<file path="config.mk">
export PLATFORM = sky130hd
export DESIGN_NAME = iter_step_sequencer
export DESIGN_NICKNAME = d
export VERILOG_FILES = /design/src/rtl/iter_step_sequencer_pkg.sv /design/src/rtl/iter_step_sequencer_step_counter.sv /design/src/rtl/iter_step_sequencer.sv
export SDC_FILE = /design/constraint.sdc
export NUM_CORES = 1
export LEC_CHECK = 0
export CORE_AREA = 2 2 39 41
export CTS_CLUSTER_DIAMETER = 30
export DETAILED_ROUTE_END_ITERATION = 6
export DIE_AREA = 0 0 41 43
export GPL_TIMING_DRIVEN = 0
export PLACE_DENSITY = 0.72
export SLEW_MARGIN = 30
export SYNTH_ARGS = -nofsm -noshare
export SYNTH_HDL_FRONTEND = slang
export SYNTH_SLANG_ARGS = --single-unit
</file>
<file path="constraint.sdc">
create_clock -name clk -period 1.43 [get_ports clk]
set_input_delay 0.286 -clock clk [delete_from_list [all_inputs] [get_ports clk]]
set_output_delay 0.286 -clock clk [all_outputs]
set_load 0.05 [all_outputs]
</file>
<file path="src/rtl/iter_step_sequencer_pkg.sv">
// Shared definitions for the iterative-datapath step sequencer:
// state encodings and default iteration geometry.
package iter_step_sequencer_pkg;

  localparam int unsigned DEF_N_STEPS = 14;
  localparam int unsigned DEF_CW      = 4;

  typedef enum logic [1:0] {
    IDLE = 2'b00,
    LOAD = 2'b01,
    RUN  = 2'b10,
    DONE = 2'b11
  } state_e;

endpackage

</file>
<file path="src/rtl/iter_step_sequencer_step_counter.sv">
// Mod-N step counter with synchronous clear and enable.
// The terminal flag is decoded from the registered count.
module step_counter #(
  parameter int unsigned N  = 14,
  parameter int unsigned CW = 4
) (
  input  logic          clk,
  input  logic          rst,
  input  logic          clr,
  input  logic          en,
  output logic [CW-1:0] count,
  output logic          term_c
);

  logic [CW-1:0] count_q;
  logic [CW-1:0] count_d;

  assign term_c = (count_q == CW'(N - 1));
  assign count  = count_q;

  // Wrap at N, never at 2^CW.
  always_comb begin
    count_d = count_q;
    if (clr) begin
      count_d = '0;
    end else if (en) begin
      count_d = term_c ? '0 : count_q + CW'(1);
    end
  end

  always_ff @(posedge clk) begin
    if (rst) begin
      count_q <= '0;
    end else begin
      count_q <= count_d;
    end
  end

endmodule

</file>
<file path="src/rtl/iter_step_sequencer.sv">
// Control FSM sequencing a multi-cycle iterative datapath for exactly
// N_STEPS steps per operation, with start/abort/done handshake.
module iter_step_sequencer
  import iter_step_sequencer_pkg::*;
#(
  parameter int unsigned N_STEPS = DEF_N_STEPS,
  parameter int unsigned CW      = DEF_CW
) (
  input  logic          clk,
  input  logic          rst,
  input  logic          start,
  input  logic          abort,
  output logic          ready,
  output logic          busy,
  output logic          ld_en,
  output logic          step_en,
  output logic [CW-1:0] step_idx,
  output logic          last_step,
  output logic          done
);

  state_e        state_q;
  state_e        state_d;
  logic          cnt_clr;
  logic          cnt_en;
  logic [CW-1:0] cnt;
  logic          cnt_term;

  step_counter #(
    .N  (N_STEPS),
    .CW (CW)
  ) u_step_counter (
    .clk    (clk),
    .rst    (rst),
    .clr    (cnt_clr),
    .en     (cnt_en),
    .count  (cnt),
    .term_c (cnt_term)
  );

  always_ff @(posedge clk) begin
    if (rst) begin
      state_q <= IDLE;
    end else begin
      state_q <= state_d;
    end
  end

  // Next state and Moore outputs from registered state and count only.
  always_comb begin
    state_d   = state_q;
    cnt_clr   = 1'b0;
    cnt_en    = 1'b0;
    ready     = 1'b0;
    busy      = 1'b0;
    ld_en     = 1'b0;
    step_en   = 1'b0;
    step_idx  = '0;
    last_step = 1'b0;
    done      = 1'b0;
    case (state_q)
      IDLE: begin
        ready = 1'b1;
        if (start && !abort) begin
          state_d = LOAD;
        end
      end
      LOAD: begin
        ld_en   = 1'b1;
        busy    = 1'b1;
        cnt_clr = 1'b1;
        state_d = abort ? IDLE : RUN;
      end
      RUN: begin
        step_en   = 1'b1;
        busy      = 1'b1;
        step_idx  = cnt;
        last_step = cnt_term;
        if (abort) begin
          cnt_clr = 1'b1;
          state_d = IDLE;
        end else begin
          cnt_en = 1'b1;
          if (cnt_term) begin
            state_d = DONE;
          end
        end
      end
      DONE: begin
        done    = 1'b1;
        state_d = IDLE;
      end
      default: begin
        state_d = IDLE;
      end
    endcase
  end

endmodule

</file>
Word level (Yosys, flattened, before mapping)

Cells that the tools add are included.

Input bits: 4
Memory bits (read-only): 0
Register bits after elaboration: 6
Output and inout bits: 10
Bits in latches: 0
Word-level logic and storage cells: 32
Memories kept: 0
Memory bits (writable): 0

Magnitude comparators: 0
Multiply operators: 0
Bitwise operators: 0
Multiplexer cells: 17
Shifts and indexed selects: 0
$add $sub $neg: 1
Reductions and logical operators: 6
Divide/modulo/power cells: 0
Equal/unequal tests: 6

Operators with widths:

| cell                                                                   | count |
|---|---|
| 1-bit 2-to-1 mux                                                       | 9 |
| 2-bit 2-to-1 mux                                                       | 4 |
| 4-bit 2-to-1 mux                                                       | 2 |
| 2-bit one-hot mux with 4 select lines                                  | 1 |
| 4-bit by 1-bit adder with 4-bit output (second input constant)         | 1 |
| 2-bit equality test (second input constant)                            | 2 |
| 4-bit equality test (second input constant)                            | 1 |
| 2-bit OR reduction                                                     | 2 |
| 3-bit != test (second input constant)                                  | 1 |
| 2-bit by 1-bit equality test with 1-bit output (second input constant) | 1 |
| 2-bit logical NOT                                                      | 1 |
| 2-bit != test (second input constant)                                  | 1 |
| 1-bit one-hot mux with 2 select lines                                  | 1 |
| 2-bit AND reduction                                                    | 1 |
| 1-bit logical AND                                                      | 1 |
| 1-bit logical NOT                                                      | 1 |

Logic depth before layout (Yosys ltp)

Depth after elaboration: 4
Depth in mapped cells: 5
Mapped depth without buffers: 5

By module

From an unflattened synthesis, not the netlist that was laid out.

Cells, all modules: 49
Area, all modules: 449.2 sq um

By module, submodules not included:

| module              | times used | area an instance (sq um) | seq. area each (sq um) | cells an instance |
|---|---|---|---|---|
| iter_step_sequencer | 1          | 246.5                    | 40.0                   | 29 |
| step_counter        | 1          | 202.7                    | 80.1                   | 20 |

Least setup slack after synthesis

Ideal clock, no wire load.

Kind: register to output
Start point: reg state_q[0]
End point: out last_step
Arrival: 1948 ps
Cell stages (with the launch flop): 6
Setup slack: -804 ps
Buffers on the path: 0
Required time: 1144 ps
Path through: dfxtp_1 inv_1 ha_1 and2_1 nand3_1 nor2_1

Word-level cells in the longest chain between the ends: 2

RTL lines:

| what                   | RTL line                  | RTL |
|---|---|---|
| start, declared        | iter_step_sequencer.sv:22 | `state_e state_q;` |
| start signal, assigned | iter_step_sequencer.sv:45 | `state_q <= state_d;` |
| 2-bit equality test    | iter_step_sequencer.sv:61 | `case (state_q)` |
| 1-bit 2-to-1 mux       | iter_step_sequencer.sv:61 |  |
| end, declared          | iter_step_sequencer.sv:18 | `output logic last_step,` |

Every way passes these cells.

Worst setup path in the final report

Same ends and word-level chain as after synthesis.

==> impl_metrics.csv <==
group,metric,value,unit
outcome,status,"complete, but fails checks",
outcome,violations,"negative setup slack",
power,cell_internal_pwr,0.000366,W
global_route,grt_usage,11.8,%
setup_path,cpMaxStageDelayCell,"dfxtp_4",
power,p_switching,0.000198,W
sta,worst_slack,-0.123,ns
flow_run,cap_violations,0,
power,seqPwrFrac,33.1,%
sta,final_hold_viol_count,0,
final_layout,drive_above_1_share,46.6,%
logic_synthesis,ys_warn_count,0,
cts,cts_tree,"yes",
sta,grt_setup_unrepaired,"yes",
logic_synthesis,netlist_area,443,um2
sta,holdWs,0.562,ns
final_layout,final_cell_mix,"buf_4 (8), ha_1 (4), buf_6 (4), dfxtp_1 (4)",
floorplan,boundaryPins,14,
drt,finalWirelength,972,um
power,leakagePower,0.326,nW
logic_synthesis,synth_xor_area_share,1.98,%
global_route,grt_use_met3,3.14,%
global_route,grt.overflow.total,0,
final_layout,layout_commonest_cell,"buf_4",
power,switching_share,35.0,%
floorplan,die_x,41,um
logic_synthesis,synth-edff-count,0,
setup_path,end_kind,"output port",
floorplan,die_y,43,um
power,p_per_area,785,nW/um2
global_route,use_met2,16.9,%
final_layout,syn_to_final_growth,62.1,%
sta,period_minus_slack,1.55,ns
sta,worstMarginPinSlew,0.276,ns
cts,cts_root_buffer,"clkbuf_4",
drt,vias,438,
place,port_buffers,13,
global_route,use_met1,13.6,%
floorplan,num_rows,14,
setup_path,slowest_delay,0.35,ns
final_layout,nFillCells,131,
sta,max_freq,0.644,GHz
drt,drtIter0Drc,8,
setup_path,path_cells,"inv_4 -> ha_4 -> and2_4 -> nand3_2 -> nor2_4 -> buf_6",
floorplan,die-area,1760,um2
cts,h-tree-depth,1,
global_route,grt_pass1_wl,1370,um
logic_synthesis,syn_area_per_cell,8.86,um2
drt,drcViolationCount,0,
logic_synthesis,ys_seq_elements,6,
sta,finalCritPeriodShare,109,%
logic_synthesis,synth_compound_area_share,21.8,%
logic_synthesis,yosys.area_share.simple,28.8,%
final_layout,nets,85,
power,clockPowerShare,26.3,%
logic_synthesis,ys.flop_type,"dfxtp_1",
drt,drtAntennaViolNets,0,
power,combPwrFrac,40.6,%
place,place.gp.congestion,0.690,
cts,ctsHoldBuffers,0,
global_route,antenna_found_initial,0,
setup_path,critPathMaxFanout,4,
cts,clk_pin_slew,0.04,ns
drt,wire_per_inst,10.9,um
sta,max_slew_margin,81.5,%
logic_synthesis,synth_cells,50,
global_route,grt_pass1_vias,357,
sta,slew_viol_final,0,
cts,clock_latency,0.24,ns
logic_synthesis,synth_nets,60,
place,dpl.cell_count,79,
logic_synthesis,synth_top_family_by_area,"simple AND/OR/NAND/NOR gates",
sta,final.setup_skew,0.000542,ns
drt,vias_per_cell,4.92,
final_layout,fin_cells,89,
logic_synthesis,yosysUniqueCellTypes,26,
logic_synthesis,synthMuxAreaShare,0,%
drt,drtPass1Iterations,4,
final_layout,n_antenna_cell,0,
floorplan,core_area,1380,um2
cts,cts_sinks,6,
setup_path,cp_top_family,"flip-flops",
global_route,grt_max_degree,9,
logic_synthesis,async_flop_share,0,%
cts,numCtsBuffers,3,
sta,setup_viol,7,
logic_synthesis,seq_area_frac_synth,27.1,%
worst_hold_path,hold_path_class,"register to register",
power,ir_drop,0.000376,V
logic_synthesis,synth_fa_ha_area_share,16.9,%
setup_path,crit_type,"register to output port",
global_route,busiest_layer,"met2",
cts,cts_buffer_depth,2,
floorplan,start_util,32.0,%
place,dpl.hpwl,715,um
setup_path,cp-start-kind,"register",
setup_path,path_buf_inv,2,
setup_path,critPathRequiredTime,1.14,ns
setup_path,crit_arrival,1.27,ns
[layout make-up]
cell class / instances / area, um2 / area share (%)
multi-input combinational: 40 / 343 / 47.7
timing repair buffer: 20 / 188 / 26.1
clock buffer: 3 / 22.5 / 3.14
inverter: 4 / 17.5 / 2.44
tap: 16 / 20.0 / 2.79
sequential: 6 / 128 / 17.8
[final timing paths]
path                            slack (ns)                     from  depth (start not counted)                      end
worst max-delay path                 -0.12               state_q[0]                          6                last_step
worst min-delay path                  0.56  u_step_counter.count[1]                          2  u_step_counter.count[1]
worst max register to register        0.05               state_q[0]                          6               state_q[0]
worst min register to register        0.56  u_step_counter.count[1]                          2  u_step_counter.count[1]
[synth_stat cells (2+ instances only)]
| library cell | number | area share, % |
|---|---|---|
| inv_1 | 4 | 3.4 |
| dfxtp_1 | 6 | 27 |
| a21oi_1 | 2 | 2.3 |
| o21ai_0 | 3 | 3.4 |
| ha_1 | 6 | 17 |
| a21o_1 | 2 | 3.4 |
| nor2_1 | 4 | 3.4 |
| and2_1 | 3 | 4.2 |
| nand3_1 | 2 | 2.3 |
| nand3b_1 | 2 | 3.4 |
[layer usage]
layer	vias to the layer above	wire length [um]
li1	230	-
met1	197	420
met2	9	498
met3	2	35
met4	0	18
met5	-	0
[cells by family (layout without fill, tap and decap cells)]
logic type                 Yosys count  in the layout
and+or+nand+nor                     20             20
xor gates and xnor gates             1              1
adders and majority gates            6              6
AOI/OAI and AO/OA                   13             13
DFF                                  6              6
buffers and inverters                4             27
[sequential cells by signal, indices dropped and copies added (netlist names)]
| signal | count |
|---|---|
| u_step_counter.count | 4 |
| state_q | 2 |
[tightest hold or removal path, cell delays in order, from the launching register on]
cell,delay (ns)
dfxtp_1,0.37
nand2_1,0.08
a21oi_1,0.06
[what timing repair did]
item,CTS,global route
endpoints found under the setup margin,10,9
pin swaps,1,0
gates resized for setup,64,7
setup buffers,4,3
[stage by stage]
stage	setup TNS, ns	area, um2	power [W]	worst slack [ns]	util, %
global placement	-4.14	626	0.000388	-0.620	45.2
finish	-0.546	718	0.000564	-0.123	51.9
CTS	-0.498	677	0.000562	-0.169	48.9
global route	-0.834	718	0.000601	-0.174	51.9
floorplan	-0.0742	475	0.000336	-0.0742	-
detailed placement	-4.24	626	0.000391	-0.621	45.2
[power groups by stage]
stage	Clock (W)	Sequential (W)	Combinational (W)
floorplan	0	0.000188	0.000148
global placement	0	0.000191	0.000196
detailed placement	0	0.000191	0.000199
CTS	0.000159	0.000187	0.000216
global route	0.000171	0.000187	0.000243
finish	0.000148	0.000187	0.000229
No activity file was read; power rests on OpenSTA's default activity.
